[src/rtl/col2im.sv]
// col2im: inverse of the im2col lowering stage.
//
// Streams an im2col matrix in from memory (one element per cycle), adds each
// element back into its source pixel of the zero-padded feature map, drops
// elements that land on padding, and then streams the accumulated image back
// out in channel-major order (one element per cycle).
//
// Ports:
//   clk        clock, all state updates on the rising edge
//   rst_n      asynchronous active-low reset
//   data_rd    memory read data, combinational function of addr_rd
//   addr_rd    registered read address
//   data_wr    registered write data
//   addr_wr    registered write address
//   mem_wr_en  write strobe, addr_wr/data_wr valid while high
//   done       sticky completion flag, cleared only by reset
module col2im #(
  parameter int IMG_C       = 1,
  parameter int IMG_W       = 8,
  parameter int IMG_H       = 8,
  parameter int DATA_WIDTH  = 8,
  parameter int ADDR_WIDTH  = 32,
  parameter int FILTER_SIZE = 3,
  parameter logic [ADDR_WIDTH-1:0] IM2COL_BASE = 'h2000,
  parameter logic [ADDR_WIDTH-1:0] IMG_BASE    = 'h0000
) (
  input  logic                  clk,
  input  logic                  rst_n,
  input  logic [DATA_WIDTH-1:0] data_rd,
  output logic [ADDR_WIDTH-1:0] addr_rd,
  output logic [DATA_WIDTH-1:0] data_wr,
  output logic [ADDR_WIDTH-1:0] addr_wr,
  output logic                  mem_wr_en,
  output logic                  done
);

  localparam int NW  = IMG_C * IMG_H * IMG_W;
  localparam int PAD = (FILTER_SIZE - 1) / 2;
  localparam int IW  = (NW > 1) ? $clog2(NW) : 1;
  localparam int CW  = 32;
  localparam int CW1 = CW + 1;

  localparam logic [CW-1:0] ROW_MAX = CW'(IMG_H - 1);
  localparam logic [CW-1:0] COL_MAX = CW'(IMG_W - 1);
  localparam logic [CW-1:0] CH_MAX  = CW'(IMG_C - 1);
  localparam logic [CW-1:0] FS_MAX  = CW'(FILTER_SIZE - 1);
  localparam logic [CW-1:0] NW_MAX  = CW'(NW - 1);
  localparam logic [CW-1:0] HW_U    = CW'(IMG_H * IMG_W);
  localparam logic [CW-1:0] W_U     = CW'(IMG_W);

  localparam logic signed [CW:0] PAD_S = CW1'(PAD);
  localparam logic signed [CW:0] H_S   = CW1'(IMG_H);
  localparam logic signed [CW:0] W_S   = CW1'(IMG_W);

  localparam logic [ADDR_WIDTH-1:0] STRIDE = ADDR_WIDTH'(DATA_WIDTH);

  typedef enum logic [1:0] {
    S_IDLE,
    S_READING,
    S_WRITING,
    S_DONE
  } state_t;

  state_t state_q, state_d;

  logic [CW-1:0] row_q, row_d;
  logic [CW-1:0] col_q, col_d;
  logic [CW-1:0] ch_q,  ch_d;
  logic [CW-1:0] fr_q,  fr_d;
  logic [CW-1:0] fc_q,  fc_d;
  logic [CW-1:0] j_q,   j_d;

  logic [ADDR_WIDTH-1:0] addr_rd_q, addr_rd_d;
  logic [ADDR_WIDTH-1:0] addr_wr_q, addr_wr_d;
  logic [DATA_WIDTH-1:0] data_wr_q, data_wr_d;
  logic                  wr_en_q,   wr_en_d;
  logic                  done_q,    done_d;

  // Accumulator image, channel-major. Kept in flops because it has to clear
  // asynchronously on reset and in a single IDLE cycle.
  logic [DATA_WIDTH-1:0] acc_q [NW];
  logic [DATA_WIDTH-1:0] acc_d [NW];

  // Source pixel of the current im2col element, relative to the unpadded image.
  logic signed [CW:0] y_s, x_s;
  logic               in_img;
  logic [IW-1:0]      acc_idx;
  logic               last_rd;

  always_comb begin
    y_s     = $signed({1'b0, row_q}) + $signed({1'b0, fr_q}) - PAD_S;
    x_s     = $signed({1'b0, col_q}) + $signed({1'b0, fc_q}) - PAD_S;
    in_img  = !y_s[CW] && (y_s < H_S) && !x_s[CW] && (x_s < W_S);
    acc_idx = IW'(ch_q * HW_U + y_s[CW-1:0] * W_U + x_s[CW-1:0]);
    last_rd = (row_q == ROW_MAX) && (col_q == COL_MAX) && (ch_q == CH_MAX) &&
              (fr_q == FS_MAX) && (fc_q == FS_MAX);
  end

  always_comb begin
    state_d   = state_q;
    row_d     = row_q;
    col_d     = col_q;
    ch_d      = ch_q;
    fr_d      = fr_q;
    fc_d      = fc_q;
    j_d       = j_q;
    addr_rd_d = addr_rd_q;
    addr_wr_d = addr_wr_q;
    data_wr_d = data_wr_q;
    wr_en_d   = wr_en_q;
    done_d    = done_q;
    acc_d     = acc_q;

    unique case (state_q)
      S_IDLE: begin
        for (int i = 0; i < NW; i++) acc_d[i] = '0;
        state_d = S_READING;
      end

      S_READING: begin
        if (in_img) acc_d[acc_idx] = acc_q[acc_idx] + data_rd;

        // Nested counters, innermost first; all wrap to 0 after the last read.
        if (fc_q == FS_MAX) begin
          fc_d = '0;
          if (fr_q == FS_MAX) begin
            fr_d = '0;
            if (ch_q == CH_MAX) begin
              ch_d = '0;
              if (col_q == COL_MAX) begin
                col_d = '0;
                row_d = (row_q == ROW_MAX) ? '0 : row_q + 1;
              end else begin
                col_d = col_q + 1;
              end
            end else begin
              ch_d = ch_q + 1;
            end
          end else begin
            fr_d = fr_q + 1;
          end
        end else begin
          fc_d = fc_q + 1;
        end

        if (last_rd) begin
          // Preload the first write from the post-accumulation value so the
          // write stream starts in the very next cycle.
          state_d   = S_WRITING;
          wr_en_d   = 1'b1;
          j_d       = '0;
          addr_wr_d = IMG_BASE;
          data_wr_d = acc_d[0];
        end else begin
          addr_rd_d = addr_rd_q + STRIDE;
        end
      end

      S_WRITING: begin
        if (j_q == NW_MAX) begin
          state_d = S_DONE;
          wr_en_d = 1'b0;
          done_d  = 1'b1;
        end else begin
          j_d       = j_q + 1;
          addr_wr_d = addr_wr_q + STRIDE;
          data_wr_d = acc_q[IW'(j_q + 1)];
        end
      end

      S_DONE: begin
      end

      default: state_d = S_IDLE;
    endcase
  end

  always_ff @(posedge clk or negedge rst_n) begin
    if (!rst_n) begin
      state_q   <= S_IDLE;
      row_q     <= '0;
      col_q     <= '0;
      ch_q      <= '0;
      fr_q      <= '0;
      fc_q      <= '0;
      j_q       <= '0;
      addr_rd_q <= IM2COL_BASE;
      addr_wr_q <= IMG_BASE;
      data_wr_q <= '0;
      wr_en_q   <= 1'b0;
      done_q    <= 1'b0;
      for (int i = 0; i < NW; i++) acc_q[i] <= '0;
    end else begin
      state_q   <= state_d;
      row_q     <= row_d;
      col_q     <= col_d;
      ch_q      <= ch_d;
      fr_q      <= fr_d;
      fc_q      <= fc_d;
      j_q       <= j_d;
      addr_rd_q <= addr_rd_d;
      addr_wr_q <= addr_wr_d;
      data_wr_q <= data_wr_d;
      wr_en_q   <= wr_en_d;
      done_q    <= done_d;
      acc_q     <= acc_d;
    end
  end

  assign addr_rd   = addr_rd_q;
  assign addr_wr   = addr_wr_q;
  assign data_wr   = data_wr_q;
  assign mem_wr_en = wr_en_q;
  assign done      = done_q;

endmodule

[config.mk]
export PLATFORM = sky130hd
export DESIGN_NAME = col2im
export DESIGN_NICKNAME = d
export VERILOG_FILES = /design/src/rtl/col2im.sv
export SDC_FILE = /design/constraint.sdc
export NUM_CORES = 2
export LEC_CHECK = 0
export CAP_MARGIN = 40
export CORE_MARGIN = 2
export CORE_UTILIZATION = 55
export DETAILED_ROUTE_END_ITERATION = 8
export PLACE_DENSITY = 0.72
export SLEW_MARGIN = 20
export SYNTH_ARGS = -nofsm -noshare
export SYNTH_HDL_FRONTEND = slang
export SYNTH_SLANG_ARGS = --single-unit
[constraint.sdc]
create_clock -name clk -period 9.01 [get_ports clk]
set_clock_uncertainty 0.2 [all_clocks]
set_input_delay 1.802 -clock clk [delete_from_list [all_inputs] [get_ports clk]]
set_output_delay 1.802 -clock clk [all_outputs]
set_load 0.1 [all_outputs]
==> reports/qor.csv <==
stage,metric,value,unit
power_and_ir_drop,VDD IR-drop max,157,µV
worst_hold_path,hold_sp,ch_q[31],
power_and_ir_drop,Lkg Pwr,21.9,nW
power_and_ir_drop,P per Cell Area,164,nW/µm²
routing,Remaining DRCs,0,
power_and_ir_drop,clock share of power,44.4,%
synthesis,Synth area leader,dfrtp_1,
power_and_ir_drop,Pwr Total,8.27,mW
sta,worst slew pin tran,1.37,ns
critical_path,R2R setup slack,1.81,ns
critical_path,crit path cell chain,inv_1 > ha_1 > inv_1 > ha_1 > inv_1 > fa_1 > or3b_4 > buf_4 > o22ai_1 > nor4_1 > o22ai_1 > nor4_1 > ha_1 > a21o_1 > a21oi_1 > o21bai_1 > a21oi_1 > o21ai_0 > xor2_1 > xnor2_2 > buf_4 > nor2_1 > mux2i_1 > nand3_1,
sta,final period utilization,79.9,%
cts,Clock Tree Root,clkbuf_16,
final_layout,final instance area,50500,µm²
critical_path,startpoint types,flip-flop,
routing,DR pass1 iterations,7,
synthesis,most common cell in the netlist,dfrtp_1,
sta,fin worst setup slack,1.81,ns
critical_path,critical path class,reg2reg,
place,Placed Area,47500,µm²
routing,DRT iter0 DRCs,5062,
synthesis,Post-Synthesis Cell Area,45500,µm²
power_and_ir_drop,Reg power frac,44.9,%
global_route,Overflow after GRT,0,
cts,CTS Hold Buffers Added,0,
critical_path,Crit-path slowest cell,or3b_4,
synthesis,"top cells by area, synth","dfrtp_1 43%, mux4_2 8.0%, nand3_1 7.6%",
cts,post-CTS sizing,0,
place,Final Wtd Congestion,0.957,
floorplanning,Die Wd,292,µm
global_route,global-route wire length before repair,217000,µm
global_route,GRT Util Overall,32.1,%
cts,clk slew on worst S/H paths,0.06,ns
cts,CTS tree,done,
routing,final WL,138000,µm
synthesis,count of cell types in the netlist,88,
sta,final-report setup violation count,0,
critical_path,Reg2Reg Launch Point,fc_q[1],
place,half-perimeter wire length after placement,90500,µm
sta,final critical-path required period,7.20,ns
critical_path,CP required,9.35,ns
final_layout,Post-Layout Cell Count,5822,
sta,fmax,0.139,GHz
cts,count of clock tree sinks,774,
floorplanning,io pins,84,
run,max cap viols,0,
floorplanning,Die Y-Extent,292,µm
synthesis,Synth top area share,42.5,%
routing,DR vias,38600,
floorplanning,area of the core,82000,µm²
power_and_ir_drop,Sw Ratio,27.6,%
sta,Slew HR,8.55,%
synthesis,Gate Count Post-Synth,4794,
floorplanning,die area,85000,µm²
sta,Final Hold Fails,0,
status,outcome,"finished, final reports clean",
synthesis,most common library cells after synthesis,"773 x dfrtp_1, 687 x nand3_1, 484 x o21ai_1, 299 x inv_1, 290 x o22ai_1",
cts,clock tree buffer depth,3,
critical_path,Critical R2R Capture,data_wr[7],
worst_hold_path,Hold Path Class,reg2reg,
power_and_ir_drop,share of power burned in combinational logic,10.7,%
final_layout,share of cells above drive strength 1,10.8,%
cts,Num CTS Buffers,84,
critical_path,worst r2r path cells,24,
power_and_ir_drop,Switch Pwr,2.28,mW
worst_hold_path,Hold Crit Endpoint,ch_q[31],
routing,number of vias per cell,6.63,
critical_path,WP data arrival,7.53,ns
synthesis,sequential-to-total area share from yosys stat,42.6,%
cts,CTS HTree Levels,3,
routing,WL per Instance,23.6,µm
cts,clock latency on the worst-skew pair,0.65,ns
global_route,initial antenna violation count,5,
synthesis,yosys warns,0,
place,dpl cells,5657,
final_layout,area grow syn2layout,11.1,%
critical_path,"slowest stage delay, CP",0.77,ns
critical_path,crit end category,flip-flop,
sta,setup tns final,0,ns
sta,RSZ-0062 raised after global routing,false,
critical_path,crit-path max FO,44,
floorplanning,Initial Utilization,55.5,%
global_route,largest net degree at the start of global routing,235,
synthesis,Synth Register Bits,774,
power_and_ir_drop,cell-internal power,5.99,mW
synthesis,prevailing post-synth register cell,dfrtp_1,
global_route,vias in the first global route,37400,
sta,Pins Over Slew Limit,0,
cts,Post-CTS Setup Inserts,0,
synthesis,"EDFF count, synth",0,
synthesis,Synth Area per Inst,9.48,µm²
place,dpl ws,2.02,ns
routing,Routed Antenna Nets,0,
place,PortBufs,77,
worst_hold_path,Hold Path Stages,1,
synthesis,"Async S/R FF share, synth",100,%
floorplanning,FP Rows,105,
final_layout,Nets,4846,
[worst max-delay path by stage]
stage	startpoint	slack, ns	end	cells past startpoint
CTS	fc_q[1]	1.97	data_wr[7]	24
global placement	col_q[2]	2.21	data_wr[7]	25
global route	col_q[2]	1.50	data_wr[7]	25
detailed placement	fc_q[1]	2.02	data_wr[7]	26
finish	fc_q[1]	1.81	data_wr[7]	24
floorplan	fc_q[1]	3.27	acc_q[111]	26
[cell type report]
cell class                 instances  area [µm²]
fill                            6648       31500
clock inverter                    41         533
multi-input combinational       3300       23000
clock buffer                     114        2420
inverter                         299        1120
antenna                            1        2.50
tap                             1070        1340
sequential                       774       19400
timing repair buffer             223        2730
[per-stage QoR]
| stage | utilization, % | hold slack (ns) |
|---|---|---|
| 3_3_place_gp | 56.4 | 0.261 |
| 3_5_place_dp | 57.9 | 0.267 |
| 4_1_cts | 61.5 | 0.278 |
| 5_1_grt | 61.6 | 0.301 |
| 2_1_floorplan | - | 0.246 |
| 6_report | 61.6 | 0.278 |
[critical path: cells and delay by family, from the launching register on]
family | cells | cell delay [ns]
muxes | 1 | 0.15
xor gates and xnor gates | 2 | 0.39
DFF | 1 | 0.40
adders and majority gates | 4 | 1.44
AOI/OAI and AO/OA | 7 | 1.52
and+or+nand+nor | 5 | 1.82
buffers and inverters | 5 | 1.08
[logic make-up (layout without fill, tap and decap cells)]
group	count (synthesis)	count (layout)	synth area share, %
xor+xnor	262	262	5.13
other cells	1	7	0.00825
fa+ha+maj	154	154	4.30
compound gates	1116	1116	14.3
buf+inv	725	677	7.26
flops	774	774	42.6
simple gates	1574	1574	17.8
mux	188	188	8.61
[power groups by stage]
stage                     clock network, mW  registers [mW]  logic, mW
final                                  3.67            3.71      0.883
after global routing                   3.84            3.73      0.933
after CTS                              3.69            3.71      0.857
after detailed placement                  0            3.77      0.856
after global placement                    0            3.77      0.839
after floorplan                           0            3.73      0.509
[sequential cells by signal, indices dropped and copies added (netlist names)]
| signal | flops |
|---|---|
| acc_q | 512 |
| ch_q | 32 |
| col_q | 32 |
| fc_q | 32 |
| fr_q | 32 |
| j_q | 32 |
| row_q | 32 |
| addr_rd | 29 |
| addr_wr | 29 |
| data_wr | 8 |
| state_q | 2 |
| done | 1 |
| mem_wr_en | 1 |
[placed cells by master, fill, tap and decap left out, types with 12 or more instances in the layout]
cell and instances:
o21a_1 12, buf_8 55, nor2_1 186, nand3_1 686, mux2i_1 22, nor3_1 65
clkdlybuf4s50_1 76, clkbuf_1 12, inv_1 298, buf_4 57, or4_1 69, mux4_2 162
nand2b_1 13, o21ai_1 484, nor4_1 116, clkinv_2 16, clkbuf_16 86, a21o_1 12
xor2_1 61, o22ai_1 290, buf_16 16, and2_1 18, a211oi_1 21, xnor2_1 188
dfrtp_1 772, nand2_1 219, o21ai_0 82, clkbuf_8 16, or3_1 24, nand4_1 63
a21oi_1 98, o211ai_1 17, and3_1 53, ha_1 149
[metal layers]
layer | vias to the layer above | share of wire, % | GRT usage (%)
met5 | - | 0.026 | 0
met4 | 6 | 4.2 | 12.8
met3 | 425 | 11 | 7.90
met2 | 2122 | 44 | 47.9
met1 | 18700 | 41 | 45.1
li1 | 17400 | - | -
Power figures use the tool's default switching activity.
